$ cat src/rtl/mem_access_unit.sv
// mem_access_unit: MEM-stage load/store unit.
// It decodes the instruction held in EX/MEM and issues one req/gnt/rvalid bus
// transaction for each load or store. The pipeline is stalled until that
// transaction completes. The extended load result is then presented to MEM/WB.
// Optional feature: define MEM_MISALIGN_CHECK_EN to reject misaligned lw/sw/lh/lhu/sh
// before they reach the bus. The default build leaves it out and uses the low
// address bits only as a lane select.
module mem_access_unit #(
  parameter int TIMEOUT   = 16,
  parameter int TIMEOUT_W = 5
) (
  input  logic        clk,
  input  logic        reset,
  input  logic [31:0] m_instr,
  input  logic [31:0] m_addr,
  input  logic [31:0] m_wdata,
  input  logic        m_adv,
  output logic        m_stall,
  output logic [31:0] m_ld_data,
  output logic        m_bus_err,
  output logic        bus_req,
  output logic        bus_we,
  output logic [31:0] bus_addr,
  output logic [3:0]  bus_be,
  output logic [31:0] bus_wdata,
  input  logic        bus_gnt,
  input  logic        bus_rvalid,
  input  logic [31:0] bus_rdata
);

  localparam logic [5:0] OP_LW  = 6'b100011;
  localparam logic [5:0] OP_LH  = 6'b100001;
  localparam logic [5:0] OP_LHU = 6'b100101;
  localparam logic [5:0] OP_LB  = 6'b100000;
  localparam logic [5:0] OP_LBU = 6'b100100;
  localparam logic [5:0] OP_SW  = 6'b101011;
  localparam logic [5:0] OP_SH  = 6'b101001;
  localparam logic [5:0] OP_SB  = 6'b101000;

  localparam logic [1:0] SZ_BYTE = 2'd0;
  localparam logic [1:0] SZ_HALF = 2'd1;
  localparam logic [1:0] SZ_WORD = 2'd2;

  typedef enum logic [1:0] {
    ST_IDLE = 2'd0,
    ST_REQ  = 2'd1,
    ST_WAIT = 2'd2,
    ST_DONE = 2'd3
  } state_t;

  state_t               state;
  state_t               next_state;
  logic                 is_load;
  logic                 is_store;
  logic                 mem_op;
  logic                 op_signed;
  logic [1:0]           op_size;
  logic                 misaligned;
  logic [TIMEOUT_W-1:0] tmo_cnt;
  logic                 tmo_hit;
  logic [1:0]           ld_lane;
  logic [1:0]           ld_size;
  logic                 ld_signed;
  logic                 start_req;
  logic                 rd_done;
  logic                 tmo_abort;
  logic                 early_abort;
  logic                 retire;
  logic                 unused_instr;

  // Only the opcode field matters here; fold the rest away explicitly.
  assign unused_instr = ^m_instr[25:0];

  // Byte enables for an access of the given size starting at the given lane.
  function automatic logic [3:0] lane_enables(input logic [1:0] size, input logic [1:0] lane);
    logic [3:0] be;
    case (size)
      SZ_WORD: be = 4'b1111;
      SZ_HALF: be = lane[1] ? 4'b1100 : 4'b0011;
      SZ_BYTE: be = 4'b0001 << lane;
      default: be = 4'b0000;
    endcase
    return be;
  endfunction

  // Store data replicated so that every lane carries the half/byte.
  function automatic logic [31:0] lane_wdata(input logic [1:0] size, input logic [31:0] data);
    logic [31:0] wd;
    case (size)
      SZ_WORD: wd = data;
      SZ_HALF: wd = {2{data[15:0]}};
      SZ_BYTE: wd = {4{data[7:0]}};
      default: wd = data;
    endcase
    return wd;
  endfunction

  // Pick the addressed lane out of the read word and sign/zero extend it.
  function automatic logic [31:0] extract_load(input logic [1:0]  size,
                                               input logic        sgn,
                                               input logic [1:0]  lane,
                                               input logic [31:0] word);
    logic [15:0] h16;
    logic [7:0]  b8;
    logic [31:0] res;
    h16 = lane[1] ? word[31:16] : word[15:0];
    case (lane)
      2'd0:    b8 = word[7:0];
      2'd1:    b8 = word[15:8];
      2'd2:    b8 = word[23:16];
      2'd3:    b8 = word[31:24];
      default: b8 = word[7:0];
    endcase
    case (size)
      SZ_WORD: res = word;
      SZ_HALF: res = sgn ? {{16{h16[15]}}, h16} : {16'h0000, h16};
      SZ_BYTE: res = sgn ? {{24{b8[7]}}, b8} : {24'h000000, b8};
      default: res = 32'h0000_0000;
    endcase
    return res;
  endfunction

  // Classify the held instruction by opcode into load/store, size and signedness.
  always_comb begin
    is_load   = 1'b0;
    is_store  = 1'b0;
    op_size   = SZ_WORD;
    op_signed = 1'b0;
    case (m_instr[31:26])
      OP_LW:  begin is_load  = 1'b1; op_size = SZ_WORD; end
      OP_LH:  begin is_load  = 1'b1; op_size = SZ_HALF; op_signed = 1'b1; end
      OP_LHU: begin is_load  = 1'b1; op_size = SZ_HALF; end
      OP_LB:  begin is_load  = 1'b1; op_size = SZ_BYTE; op_signed = 1'b1; end
      OP_LBU: begin is_load  = 1'b1; op_size = SZ_BYTE; end
      OP_SW:  begin is_store = 1'b1; op_size = SZ_WORD; end
      OP_SH:  begin is_store = 1'b1; op_size = SZ_HALF; end
      OP_SB:  begin is_store = 1'b1; op_size = SZ_BYTE; end
      default: begin
        is_load  = 1'b0;
        is_store = 1'b0;
      end
    endcase
  end

  assign mem_op = is_load | is_store;

`ifdef MEM_MISALIGN_CHECK_EN
  // Flag word accesses off a word boundary and half accesses off a half boundary.
  always_comb begin
    case (op_size)
      SZ_WORD: misaligned = mem_op && (m_addr[1:0] != 2'b00);
      SZ_HALF: misaligned = mem_op && m_addr[0];
      default: misaligned = 1'b0;
    endcase
  end
`else
  assign misaligned = 1'b0;
`endif

  // The counter keeps running in WAIT, so a late grant still expires promptly.
  assign tmo_hit = (tmo_cnt >= TIMEOUT_W'(TIMEOUT - 1));

  // State register.
  always_ff @(posedge clk) begin
    if (reset) begin
      state <= ST_IDLE;
    end else begin
      state <= next_state;
    end
  end

  // Next-state logic: a grant beats the timeout, and read data beats it in WAIT.
  always_comb begin
    next_state = state;
    case (state)
      ST_IDLE: begin
        if (mem_op && misaligned) begin
          next_state = ST_DONE;
        end else if (mem_op) begin
          next_state = ST_REQ;
        end else begin
          next_state = ST_IDLE;
        end
      end
      ST_REQ: begin
        if (bus_gnt) begin
          next_state = bus_we ? ST_DONE : ST_WAIT;
        end else if (tmo_hit) begin
          next_state = ST_DONE;
        end else begin
          next_state = ST_REQ;
        end
      end
      ST_WAIT: begin
        if (bus_rvalid || tmo_hit) begin
          next_state = ST_DONE;
        end else begin
          next_state = ST_WAIT;
        end
      end
      ST_DONE: begin
        if (m_adv) begin
          next_state = ST_IDLE;
        end else begin
          next_state = ST_DONE;
        end
      end
      default: next_state = ST_IDLE;
    endcase
  end

  // Output/event decode: the stall signal and the one-cycle events driving the datapath.
  always_comb begin
    m_stall     = mem_op && (state != ST_DONE);
    start_req   = 1'b0;
    rd_done     = 1'b0;
    tmo_abort   = 1'b0;
    early_abort = 1'b0;
    retire      = 1'b0;
    case (state)
      ST_IDLE: begin
        start_req   = mem_op && !misaligned;
        early_abort = mem_op && misaligned;
      end
      ST_REQ: begin
        tmo_abort = !bus_gnt && tmo_hit;
      end
      ST_WAIT: begin
        rd_done   = bus_rvalid;
        tmo_abort = !bus_rvalid && tmo_hit;
      end
      ST_DONE: begin
        retire = m_adv;
      end
      default: begin
        start_req = 1'b0;
      end
    endcase
  end

  // Datapath registers: bus request fields, the timeout counter, load result and error flag.
  always_ff @(posedge clk) begin
    if (reset) begin
      bus_req   <= 1'b0;
      bus_we    <= 1'b0;
      bus_addr  <= 32'h0000_0000;
      bus_be    <= 4'b0000;
      bus_wdata <= 32'h0000_0000;
      ld_lane   <= 2'b00;
      ld_size   <= SZ_WORD;
      ld_signed <= 1'b0;
      tmo_cnt   <= '0;
      m_ld_data <= 32'h0000_0000;
      m_bus_err <= 1'b0;
    end else begin
      // The request is high exactly while the FSM sits in REQ.
      bus_req <= (next_state == ST_REQ);
      // Capture the request on REQ entry so the fields stay fixed while req is high.
      if (start_req) begin
        bus_we    <= is_store;
        bus_addr  <= {m_addr[31:2], 2'b00};
        bus_be    <= lane_enables(op_size, m_addr[1:0]);
        bus_wdata <= lane_wdata(op_size, m_wdata);
        ld_lane   <= m_addr[1:0];
        ld_size   <= op_size;
        ld_signed <= op_signed;
      end
      if (start_req) begin
        tmo_cnt <= '0;
      end else if ((state == ST_REQ) || (state == ST_WAIT)) begin
        tmo_cnt <= tmo_cnt + TIMEOUT_W'(1);
      end
      if (rd_done) begin
        m_ld_data <= extract_load(ld_size, ld_signed, ld_lane, bus_rdata);
      end else if (tmo_abort || early_abort) begin
        m_ld_data <= 32'h0000_0000;
      end
      if (tmo_abort || early_abort) begin
        m_bus_err <= 1'b1;
      end else if (retire) begin
        m_bus_err <= 1'b0;
      end
    end
  end

endmodule

$ cat config.mk
export PLATFORM = sky130hd
export DESIGN_NAME = mem_access_unit
export DESIGN_NICKNAME = d
export VERILOG_FILES = /design/src/rtl/mem_access_unit.sv
export SDC_FILE = /design/constraint.sdc
export NUM_CORES = 1
export LEC_CHECK = 0
export BUFFER_PORTS_ARGS = -buffer_cell sky130_fd_sc_hd__buf_2
export CAP_MARGIN = 20
export CORE_UTILIZATION = 40
export CTS_CLUSTER_DIAMETER = 60
export DETAILED_ROUTE_END_ITERATION = 16
export PLACE_DENSITY_LB_ADDON = 0.1
export SLEW_MARGIN = 20
export SYNTH_ARGS = -nofsm -noshare
export SYNTH_HDL_FRONTEND = slang
export SYNTH_SLANG_ARGS = --single-unit
$ cat constraint.sdc
create_clock -name clk -period 2.5 [get_ports clk]
set_clock_uncertainty 0.05 [all_clocks]
set_input_delay 0.75 -clock clk [delete_from_list [all_inputs] [get_ports clk]]
set_output_delay 0.75 -clock clk [all_outputs]
set_load 0.005 [all_outputs]
==> After elaboration in Yosys (flattened, before gate mapping) <==
Index checks and enable logic that the tools add are counted.
{ "totals": {"output_inout_bits": 104, "in_bits": 133, "wordCells": 82, "ff_bits": 113} }
{ "op_classes": {"n_mux": 27, "reduce_logical": 19, "magnitude_cmp": 1, "shifts": 1, "add_sub_neg": 1, "eq_ne": 20, "bitwise": 1} }
{ "ops": {"columns": ["operator", "count"], "rows": [
  ["32-bit 2-to-1 mux", 4],
  ["32-bit one-hot mux with 3 select lines", 1],
  ["32-bit one-hot mux with 2 select lines", 1],
  ["6-bit == test, second input constant", 8],
  ["8-bit one-hot mux with 4 select lines", 1],
  ["16-bit 2-to-1 mux", 1],
  ["2-bit == test, second input constant", 6],
  ["4-bit one-hot mux with 3 select lines", 1],
  ["1-bit 2-to-1 mux", 11],
  ["2-bit by 1-bit == test with 1-bit output, second input constant", 5],
  ["3-bit OR reduction", 3],
  ["2-bit logical NOT", 4],
  ["2-bit one-hot mux with 4 select lines", 1],
  ["2-bit 2-to-1 mux", 3],
  ["5-bit by 1-bit adder with 5-bit output, second input constant", 1],
  ["5-bit by 4-bit greater-or-equal comparator with 1-bit output, second input constant", 1],
  ["5-bit OR reduction", 1],
  ["4-bit 2-to-1 mux", 1],
  ["2-bit one-hot mux with 2 select lines", 1],
  ["2-bit nonzero test", 2],
  ["2-bit OR reduction", 2],
  ["1-bit by 2-bit << shifter with 4-bit output, first input constant", 1],
  ["1-bit logical AND", 3],
  ["1-bit logical NOT", 2],
  ["4 further kinds", 5]
]} }

==> Depth between registers and ports, before layout <==
Gate-level depths: netlist (run 1).
{ "logic_depth": {"word_depth": 7, "ltp_mapped": 8} }

==> Least setup slack after synthesis (run 1) <==
OpenSTA, ideal clock, no wires.
{ "synth_timing": {"path_type": "input to output", "from": "input m_instr[27]", "to": "output m_stall", "slack_ns": -0.021, "cell_stages": 5, "arrival_time_ns": 1.721, "path_cell_list": "buf_2 -> and2b_1 -> o22a_2 -> buf_2 -> nor3_1"} }
{ "synth_between": {"elab_chain_len": 5, "word_cells_on_any_way": 14, "cone_classes": "eq/ne (8); mux (2); bitwise (1); reduce/logical (3)"} }
{ "synth_rtl": {"columns": ["element", "line_no", "rtl"], "rows": [
  ["from (decl)", "14", "input logic [31:0] m_instr,"],
  ["6-bit == test", "129", "case (m_instr[31:26])"],
  ["5-bit OR reduction (no source line) / 3-bit OR reduction (equally long branches)", null, null],
  ["1-bit 2-to-1 mux", "129", null],
  ["1-bit OR (*)", "145", "assign mem_op = is_load | is_store;"],
  ["1-bit logical AND (*)", "214", "m_stall = mem_op && (state != ST_DONE);"],
  ["to (decl)", "18", "output logic m_stall,"]
]} }
Every way passes the cells marked *; elsewhere a longest branch is shown, timed or not.

==> Worst setup path in the final report (run 1) <==
{ "layout_timing": {"from": "input m_instr[26]", "to": "output m_stall"} }
Same word-level chain as after synthesis.

==> key figures, run 1 <==
Setup path
  • Startpoint Class: input port
  • Worst reg2reg setup slack: roughly 0.47 ns
  • WP data arrival: ~1.6 ns
  • Cell Chain, Critical Path: buf_2, and2b_1, o22a_2, nor3_2, buf_2
  • Worst path slowest cell: o22a_2
  • Top delay family on crit path: simple AND/OR/NAND/NOR gates
  • Worst r2r path cells: 8
  • Buf/Inv on CP: 2
  • Worst Setup End Kind: output port
  • Reg2Reg Launch Point: tmo_cnt[0]$_SDFFE_PP0P_
  • Max incr delay on CP: 0.24 ns
  • Critical Path Most Common Cell: buf_2
  • Kind of critical path: input port to output port
  • Worst Path Required: about 1.7 ns
  • Worst Path Max Fanout: 3
  • R2r endpoint: m_ld_data[3]$_SDFFE_PP0P_

Synth
  • Mux cell area share after synthesis: 0.0850
  • Synth Area in Simple Gates: 0.135
  • Synth area leaders: dfxtp_1 (42%), a21oi_1 (6.6%), o21ai_0 (5.6%)
  • Mapped cell area: around 5400 um^2
  • Seq/Total Area, Yosys: 0.421
  • Synth Area in XOR/XNOR: 0.00489
  • Synth Area in Adders: 0.0163
  • Largest family of logic cells by synthesized area: compound AO/OA/AOI/OAI gates
  • Post-Synthesis Cells: roughly 610
  • Post-synth ARST share: 0
  • Share of the synthesized area in the top cell type: 0.421
  • Main synth FF type: dfxtp_1
  • YS warnings: 0
  • Syn Area/Cell: ~8.8 um^2
  • Post-synthesis compound-gate area fraction: 0.271
  • Number of synthesized flops with an enable pin: 0
  • Flops & latches, synth: roughly 110
  • Count of cell types in the netlist: 58
  • Cell taking the most area after synthesis: dfxtp_1

Global routing
  • First-pass GRT wire length: approximately 27000 um
  • All-Layer GR Usage: 0.239
  • Pin count of the biggest net entering global routing: 84
  • Antenna violations before repair: 1
  • Overflow after GRT: 0
  • Vias in the first global route: about 5300

Placed design
  • Setup WS pre-CTS: -0.0550 ns
  • GPL Wtd Cong: 0.839
  • IO buf count: 208
  • Dpl cells: 955
  • HPWL after DPL: between 10000 and 15000 um

Timing
  • Final WS setup: just under 0.1 ns
  • Fmax: ~0.42 GHz
  • Final setup viols: 0
  • Final Max Tran Viols: 0
  • Worst slew margin: 0.500
  • Worst-Margin Slew: roughly 0.74 ns
  • Final Cycle Share: 0.961
  • Setup_tns: 0 ns
  • Endpoints failing hold: 0
  • RSZ-0062 raised after global routing: no
  • Final min period: 2.40 ns

Pwr
  • PwrDens: 659 nW/um^2
  • Total power draw: ~4700 uW
  • Leakage power: 0.00324 uW
  • Peak supply drop: 0.000420 V

Route
  • # DRC: 0
  • DR iter-0 viols: between 200 and 300
  • DR pass1 iterations: 5
  • Final wirelength: about 17000 um
  • Vias per inst: 5.57
  • WL per Instance: 16.9 um
  • ANT nets after route: 0
  • Via count: around 5500

Floorplanning
  • Die Y: around 120 um
  • Die X: 118 um
  • Die footprint: ~14000 um^2
  • # IOs: 237
  • Cell Rows: 41
  • Core region area: 12900 um^2
  • Starting density of the core: 0.417

Final layout
  • Share of cells above drive strength 1: 0.355
  • Layout area overhead: 31.7%
  • Non-Filler Instances: a little under 1000
  • Final Net Count: about 940

Worst hold path
  • WHS Endpoint: m_bus_err$_SDFFE_PP0P_
  • Worst Hold Path Cells: 2
  • HP Start: m_bus_err$_SDFFE_PP0P_
  • HP Class: flip-flop to flip-flop

Clocking
  • Clk_lat worst skew: about 0.4 ns
  • Root buffer cell: clkbuf_16
  • Clock sinks: 113
  • CTS tree: built
  • Postcts setup bufs: 0
  • CTS Buf Count: 17
  • Post-CTS Resized: 0
  • # H-tree levels: 4
  • Clk pin slew, worst setup/hold paths: 0.05 ns
  • # hold bufs at CTS: 0
  • Bufs on Longest Clock Path: 2

Job
  • Max-cap violations: 0

Outcome
  • Status: finished, final reports clean
==> area by class of cell <==
cell class,instances,area (um^2)
Fill cell,1286,5800
Inverter,8,30.0
Multi-Input combinational cell,431,2780
Timing Repair Buffer,231,1250
Clock inverter,7,60.1
Tap cell,172,215
Sequential cell,113,2260
Clock buffer,23,478
Antenna cell,1,2.50
==> synth_stat cells, drive strengths merged (3+ instances only) <==
master and count:
dfxtp 113, a21oi 71, o21ai 71, nand2 56, nand3 45, buf 35
clkbuf 26, mux2i 22, mux2 18, a22o 17, a211oi 11, a31oi 11
a311oi 10, a221oi 8, inv 8, nor2 8, nor3 8, o2bb2ai 8
ha 7, o22ai 7, a221o 6, nand2b 5, nand4 5, nor2b 4
and3 3, nor4 3, o21bai 3
==> per-stage QoR <==
stage                     utilization  hold WS (ns)  area [um^2]
after floorplan                     -         0.400         5380
after global placement          0.507         0.393         6530
after detailed placement        0.507         0.396         6530
after global routing            0.549         0.419         7070
final                           0.550         0.404         7080
after CTS                       0.549         0.407         7070
==> worst max-delay path by stage <==
stage                           start                       to  slack, ns  cells after the start
after floorplan           m_instr[27]                  m_stall       0.02                      5
after detailed placement  m_instr[26]  tmo_cnt[4]$_SDFFE_PP0P_      -0.06                      7
after CTS                 m_instr[26]                  m_stall        0.1                      5
after global placement    m_instr[26]  tmo_cnt[4]$_SDFFE_PP0P_       0.02                      7
after global routing      m_instr[26]                  m_stall       0.06                      5
final                     m_instr[26]                  m_stall        0.1                      5
==> layout by cell type (no fill, tap or decap), types with 7 or more instances in the layout <==
cell type / n
o2bb2ai_1: 8
a211oi_1: 10
dfxtp_1: 113
o21ai_0: 60
o21ai_1: 11
clkbuf_16: 17
a221oi_1: 8
nor2_1: 7
ha_1: 7
inv_1: 8
nand2_1: 55
mux2i_1: 21
nor3_1: 7
a311oi_1: 10
mux2_2: 16
a22o_1: 17
buf_2: 208
buf_4: 20
a31oi_1: 10
nand3_1: 45
a21oi_1: 71
==> state kept, by name (all words and copies together) (netlist names), 2 cells and up <==
register   cells
m_ld_data     32
bus_be         4
tmo_cnt        5
ld_lane        2
ld_size        2
bus_addr      30
bus_wdata     32
state          2
==> layer usage <==
metal,share of wire,GRT usage
met1,0.43,0.298
met2,0.47,0.386
met3,0.075,0.0736
met4,0.021,0.0865
met5,0,0
==> kinds of logic (layout without fill, tap and decap cells) <==
kind of cell	after synthesis	after routing
compound gates	231	231
xor+xnor	3	3
fa+ha+maj	7	7
buf+inv	69	269
flops	113	113
mux	41	41
other cells	1	3
simple gates	147	147
==> tightest hold or removal path, delay by kind of cell, from the launching register on <==
family,cells,cell delay [ns]
flip-flops,1,0.30
AND/OR/NAND/NOR,1,0.05
AO/OA/AOI/OAI,1,0.05
==> power by group <==
part / switching (uW) / total, uW / leakage, uW / internal (uW)
sequential: 32.7 / 1890 / 0.000916 / 1860
clock: 780 / 2200 / 0.000272 / 1420
combinational: 330 / 570 / 0.00205 / 241
No activity file was read; power rests on OpenSTA's default activity.
==> inputs of run 2 (changes only) <==
- CORE_MARGIN: default -> 5
==> run 2 against run 1 <==
  * Hold slack better by 0.00056 ns
  * Critical endpoint unchanged
  * Non-clock buffer count grew 1
  * Clock power rose by 12%
  * Critical path type unchanged
  * Critical path depth is the same
  * Highest routed layer is now met5
  * Via count down 1.3%
  * Power grew 6.0%
==> key figures, run 2 (synthesis gave the netlist of run 1 again) <==
Outcome
  • Status: finished, final reports clean (unchanged)

Setup path
  • Startpoint Class: input port (unchanged)
  • Buf/Inv on CP: 2 (unchanged)
  • Worst path slowest cell: o22a_2 (unchanged)
  • Max incr delay on CP: 0.22 ns (was 0.24 ns)
  • Kind of critical path: input port to output port (unchanged)
  • R2r endpoint: m_ld_data[24]$_SDFFE_PP0P_ (was m_ld_data[3]$_SDFFE_PP0P_)
  • Worst r2r path cells: 8 (unchanged)
  • Top delay family on crit path: simple AND/OR/NAND/NOR gates (unchanged)
  • Critical Path Most Common Cell: buf_2 (unchanged)
  • Reg2Reg Launch Point: tmo_cnt[0]$_SDFFE_PP0P_ (unchanged)
  • Worst reg2reg setup slack: 0.46 ns (was 0.47 ns)
  • Cell Chain, Critical Path: buf_2, and2b_1, o22a_2, nor3_2, buf_2 (unchanged)
  • Worst Path Max Fanout: 2 (was 3)
  • Worst Path Required: 1.70 ns (about the same)
  • WP data arrival: 1.55 ns (was 1.60 ns)
  • Worst Setup End Kind: output port (unchanged)

Route
  • WL per Instance: 17.7 um (was 16.9 um)
  • DR pass1 iterations: 5 (unchanged)
  • Via count: 5420 (was 5490)
  • # DRC: 0 (unchanged)
  • Final wirelength: 17500 um (was 16700 um)
  • DR iter-0 viols: 310 (was 252)
  • Vias per inst: 5.47 (was 5.57)
  • ANT nets after route: 0 (unchanged)

Timing
  • Fmax: 0.425 GHz (was 0.416 GHz)
  • Final hold slack: 0.405 ns (was 0.404 ns)
  • Final min period: 2.35 ns (was 2.40 ns)
  • RSZ-0062 raised after global routing: no (unchanged)
  • Worst-Margin Slew: 0.877 ns (was 0.744 ns)
  • Setup_tns: 0 ns (unchanged)
  • Final Cycle Share: 0.941 (was 0.961)
  • Endpoints failing hold: 0 (unchanged)
  • Final setup viols: 0 (unchanged)
  • Final Max Tran Viols: 0 (unchanged)
  • Final WS setup: 0.147 ns (was 0.0969 ns)
  • Worst slew margin: 0.416 (was 0.500)

Pwr
  • Share of total power in combinational logic: 0.116 (was 0.122)
  • Leakage power: 0.00327 uW (was 0.00324 uW)
  • Peak supply drop: 0.000439 V (was 0.000420 V)
  • PwrDens: 691 nW/um^2 (was 659 nW/um^2)
  • Net Sw Frac: 0.244 (was 0.245)
  • Pint: 3740 uW (was 3520 uW)
  • Psw: 1200 uW (was 1140 uW)
  • Clk pwr share: 0.501 (was 0.472)
  • Seq pwr share: 0.383 (was 0.406)

Global routing
  • All-Layer GR Usage: 0.213 (was 0.239)
  • Overflow after GRT: 0 (unchanged)
  • First-pass GRT wire length: 27600 um (was 26700 um)
  • Pin count of the biggest net entering global routing: 82 (was 84)
  • Antenna violations before repair: 1 (unchanged)
  • Vias in the first global route: 5313 (was 5342)

Clocking
  • Postcts setup bufs: 0 (unchanged)
  • Clk pin slew, worst setup/hold paths: 0.05 ns (about the same)
  • Clock sinks: 113 (unchanged)
  • CTS tree: built (unchanged)
  • CTS Buf Count: 17 (unchanged)
  • # H-tree levels: 4 (unchanged)
  • Root buffer cell: clkbuf_16 (unchanged)
  • Clk_lat worst skew: 0.41 ns (was 0.40 ns)
  • # hold bufs at CTS: 0 (unchanged)
  • Bufs on Longest Clock Path: 2 (unchanged)
  • Post-CTS Resized: 0 (unchanged)

Worst hold path
  • WHS Endpoint: m_ld_data[15]$_SDFFE_PP0P_ (was m_bus_err$_SDFFE_PP0P_)
  • HP Class: flip-flop to flip-flop (unchanged)
  • Worst Hold Path Cells: 1 (was 2)
  • HP Start: m_ld_data[15]$_SDFFE_PP0P_ (was m_bus_err$_SDFFE_PP0P_)

Job
  • Max-cap violations: 0 (unchanged)

Floorplanning
  • Die footprint: 15800 um^2 (was 13900 um^2)
  • Starting density of the core: 0.407 (was 0.417)
  • # IOs: 237 (unchanged)
  • Core region area: 13200 um^2 (was 12900 um^2)
  • Die Y: 126 um (was 118 um)
  • Die X: 126 um (was 118 um)
  • Cell Rows: 42 (was 41)

Placed design
  • HPWL after DPL: 12200 um (was 11900 um)
  • Setup WS pre-CTS: 0.0702 ns (was -0.0550 ns)
  • GPL Wtd Cong: 0.896 (was 0.839)
  • IO buf count: 208 (unchanged)

Final layout
  • Most frequent cells in the layout: buf_2 (208), dfxtp_1 (113), a21oi_1 (71), o21ai_0 (60), nand2_1 (55) (unchanged)
  • Share of cells above drive strength 1: 0.360 (was 0.355)
  • Finished Core Util: 0.542 (was 0.550)
  • Final Net Count: 943 (was 942)
  • Commonest non-fill, non-tap cell in the layout: buf_2 (unchanged)
  • Layout area overhead: 33.1% (was 31.7%)
  • Largest registers: bus_wdata x32, m_ld_data x32, bus_addr x30 (unchanged)
  • Filler Cells Inserted: 1274 (was 1286)
  • Ant diodes: 0 (was 1)
run 2: cell count changes in the layout (fill, tap and decap cells not counted):
cell,delta
buf_4,+1
bufinv_16,+2
clkbuf_1,-2
clkinv_2,-2
clkinv_4,+1
clkinvlp_4,+2
diode_2,-1
run 2: metal layers:
metal / track usage / vias to the layer above / part of all wire
met5: 0 / - / 0.00074
met4: 0.0852 / 2 / 0.025
met3: 0.0826 / 28 / 0.089
met2: 0.331 / 205 / 0.45
met1: 0.266 / 2531 / 0.43
li1: - / 2654 / -
run 2: cell type report:
class	instances	area, um^2	share of cell area
clock buffer	21	470	0.0658
clock inverter	10	134	0.0187
inverter	8	30.0	0.00420
multi-input combinational	431	2780	0.388
sequential	113	2260	0.316
tap	176	220	0.0308
timing repair buffer	232	1260	0.176
run 2: per-stage QoR:
step | cells | total power (uW) | cell area, um^2
6_report | 991 | 4940 | 7150
4_1_cts | 991 | 4980 | 7150
5_1_grt | 991 | 5140 | 7150
3_5_place_dp | 960 | 2500 | 6540
2_1_floorplan | 613 | 2250 | 5380
3_3_place_gp | 960 | 2490 | 6540
run 2: power by group through the flow:
stage / Sequential, uW / Combinational [uW] / Clock [uW]
floorplan: 1930 / 321 / 0
CTS: 1890 / 575 / 2510
finish: 1890 / 574 / 2470
global route: 1900 / 630 / 2610
detailed placement: 1930 / 571 / 0
global placement: 1930 / 560 / 0
run 2: how the worst max path moves through the flow:
stage | start | to | depth (start not counted)
final | m_instr[26] | m_stall | 5
after global routing | m_instr[26] | m_stall | 5
after CTS | m_instr[26] | m_stall | 5
after detailed placement | m_instr[26] | tmo_cnt[4]$_SDFFE_PP0P_ | 7
after global placement | m_instr[26] | tmo_cnt[4]$_SDFFE_PP0P_ | 7
after floorplan | m_instr[27] | m_stall | 5
==> inputs of run 3 (changes only) <==
- REMOVE_ABC_BUFFERS: default -> 1
==> run 3 against run 2 <==
  * Critical path type unchanged
  * Critical endpoint unchanged
  * Setup slack got worse by 0.015 ns
  * Count of clock-buffer cells in the layout grew 1
  * Global-route usage is 0.43 points higher
  * First-iteration DRC count decreased by 25%
==> key figures, run 3 (synthesis gave the netlist of run 1 again) <==
Outcome
  • Status: finished, final reports clean (unchanged)

Pwr
  • Leakage power: 0.00324 uW (was 0.00327 uW)
  • PwrDens: 677 nW/um^2 (was 691 nW/um^2)
  • Peak supply drop: 0.000378 V (was 0.000439 V)

Final layout
  • Reg area: 2260 um^2 (unchanged)
  • Filler Cells Inserted: 1273 (was 1274)
  • Largest registers: bus_wdata x32, m_ld_data x32, bus_addr x30 (unchanged)
  • Commonest non-fill, non-tap cell in the layout: buf_2 (unchanged)
  • Fin area: 7130 um^2 (was 7150 um^2)
  • Layout area overhead: 32.7% (was 33.1%)
  • Area occupied by multi-input gates: 2780 um^2 (about the same)
  • Share of cells above drive strength 1: 0.355 (was 0.360)
  • Most frequent cells in the layout: buf_2 (208), dfxtp_1 (113), a21oi_1 (71), o21ai_0 (60), nand2_1 (55) (unchanged)
  • Ant diodes: 0 (unchanged)
  • Final Net Count: 939 (was 943)

Route
  • DR iter-0 viols: 233 (was 310)
  • DR pass1 iterations: 5 (unchanged)
  • Via count: 5431 (was 5420)
  • WL per Instance: 17.8 um (was 17.7 um)
  • ANT nets after route: 0 (unchanged)
  • Final wirelength: 17600 um (was 17500 um)
  • Vias per inst: 5.50 (was 5.47)
  • WL met3: 1440 um (was 1560 um)
  • Metal-1 WL: 7610 um (was 7560 um)
  • DR WL met2: 8350 um (was 7960 um)
  • Top sig layer: met4 (was met5)
  • # DRC: 0 (unchanged)

Clocking
  • Clock sinks: 113 (unchanged)
  • CTS Buf Count: 17 (unchanged)
  • # H-tree levels: 4 (unchanged)
  • Post-CTS Resized: 0 (unchanged)
  • Clk_lat worst skew: 0.41 ns (about the same)
  • CTS tree: built (unchanged)
  • Clk pin slew, worst setup/hold paths: 0.05 ns (about the same)
  • # hold bufs at CTS: 0 (unchanged)
  • Root buffer cell: clkbuf_16 (unchanged)
  • Postcts setup bufs: 0 (unchanged)
  • Bufs on Longest Clock Path: 2 (unchanged)

Setup path
  • CP Capture Point: m_stall (unchanged)
  • Worst r2r path cells: 8 (unchanged)
  • Worst reg2reg setup slack: 0.51 ns (was 0.46 ns)
  • Worst path slowest cell: o22a_2 (unchanged)
  • Critical path launch point: m_instr[26] (unchanged)
  • WP data arrival: 1.57 ns (was 1.55 ns)
  • Worst Path Required: 1.70 ns (about the same)
  • Worst Path Max Fanout: 2 (unchanged)
  • Startpoint Class: input port (unchanged)
  • Max incr delay on CP: 0.21 ns (was 0.22 ns)
  • Critical Path Most Common Cell: buf_2 (unchanged)
  • Top delay family on crit path: simple AND/OR/NAND/NOR gates (unchanged)
  • Cell Chain, Critical Path: buf_2, and2b_1, o22a_2, nor3_1, buf_2 (was buf_2, and2b_1, o22a_2, nor3_2, buf_2)
  • Kind of critical path: input port to output port (unchanged)
  • Reg2Reg Launch Point: tmo_cnt[0]$_SDFFE_PP0P_ (unchanged)
  • Worst Setup End Kind: output port (unchanged)
  • R2r endpoint: m_ld_data[4]$_SDFFE_PP0P_ (was m_ld_data[24]$_SDFFE_PP0P_)
  • WP depth: 5 (unchanged)
  • Buf/Inv on CP: 2 (unchanged)

Placed design
  • GPL Wtd Cong: 0.892 (was 0.896)
  • Area after DPL: 6530 um^2 (was 6540 um^2)
  • HPWL after DPL: 12000 um (was 12200 um)
  • Setup WS pre-CTS: 0.0691 ns (was 0.0702 ns)
  • IO buf count: 208 (unchanged)

Timing
  • Endpoints failing hold: 0 (unchanged)
  • Final hold slack: 0.408 ns (was 0.405 ns)
  • Final min period: 2.37 ns (was 2.35 ns)
  • Setup_tns: 0 ns (unchanged)
  • Final WS setup: 0.132 ns (was 0.147 ns)
  • RSZ-0062 raised after global routing: no (unchanged)
  • Final setup viols: 0 (unchanged)
  • Final Max Tran Viols: 0 (unchanged)
  • Fmax: 0.422 GHz (was 0.425 GHz)
  • Worst slew margin: 0.497 (was 0.416)
  • Final Cycle Share: 0.947 (was 0.941)
  • Worst-Margin Slew: 0.748 ns (was 0.877 ns)

Global routing
  • Overflow after GRT: 0 (unchanged)
  • Pin count of the biggest net entering global routing: 84 (was 82)
  • First-pass GRT wire length: 28100 um (was 27600 um)
  • Vias in the first global route: 5476 (was 5313)
  • Antenna violations before repair: 0 (was 1)
  • All-Layer GR Usage: 0.217 (was 0.213)

Floorplanning
  • Core region area: 13200 um^2 (unchanged)
  • Die footprint: 15800 um^2 (unchanged)
  • Die X: 126 um (unchanged)
  • Cell Rows: 42 (unchanged)
  • Die Y: 126 um (unchanged)
  • # IOs: 237 (unchanged)
  • Starting density of the core: 0.407 (unchanged)

Worst hold path
  • HP Class: flip-flop to flip-flop (unchanged)
  • HP Start: m_bus_err$_SDFFE_PP0P_ (was m_ld_data[15]$_SDFFE_PP0P_)

Job
  • Max-cap violations: 0 (unchanged)
run 3: power breakdown:
part | leakage [uW] | internal (uW) | total, uW | switching [uW]
Combinational | 0.00204 | 244 | 577 | 333
Clock | 0.000286 | 1530 | 2360 | 822
Sequential | 0.000916 | 1860 | 1890 | 32.9
run 3: stage by stage:
step	instances	utilization	power [uW]
floorplan	552	-	2190
global placement	956	0.495	2490
detailed placement	956	0.495	2500
CTS	988	0.539	4870
global route	988	0.540	5010
finish	988	0.540	4830
run 3: layout make-up:
class	instances	share of cell area
clock buffer	22	0.0665
clock inverter	10	0.0153
inverter	8	0.00421
multi-input combinational	431	0.390
sequential	113	0.317
tap	176	0.0309
timing repair buffer	228	0.176
run 3: worst min path at each step:
stage / slack (ns) / to / depth (start not counted)
finish: 0.41 / m_bus_err$_SDFFE_PP0P_ / 2
global route: 0.43 / m_bus_err$_SDFFE_PP0P_ / 2
CTS: 0.41 / m_bus_err$_SDFFE_PP0P_ / 2
detailed placement: 0.40 / m_ld_data[9]$_SDFFE_PP0P_ / 1
global placement: 0.40 / m_ld_data[10]$_SDFFE_PP0P_ / 1
floorplan: 0.39 / ld_signed$_SDFFE_PP0P_ / 2
run 3: worst register-to-register path, cell delays in order, from the launching register on:
cell and delay, ns:
dfxtp_1 0.35, ha_1 0.22, and3_1 0.18, ha_1 0.17, nor2_1 0.19, nand3_1 0.13
a31oi_2 0.24, buf_12 0.21, a221o_1 0.18
run 3: per-layer routing:
metal,GRT usage,vias to the layer above
li1,-,2636
met1,0.267,2586
met2,0.354,194
met3,0.0779,15
met4,0.0726,0
met5,0,-
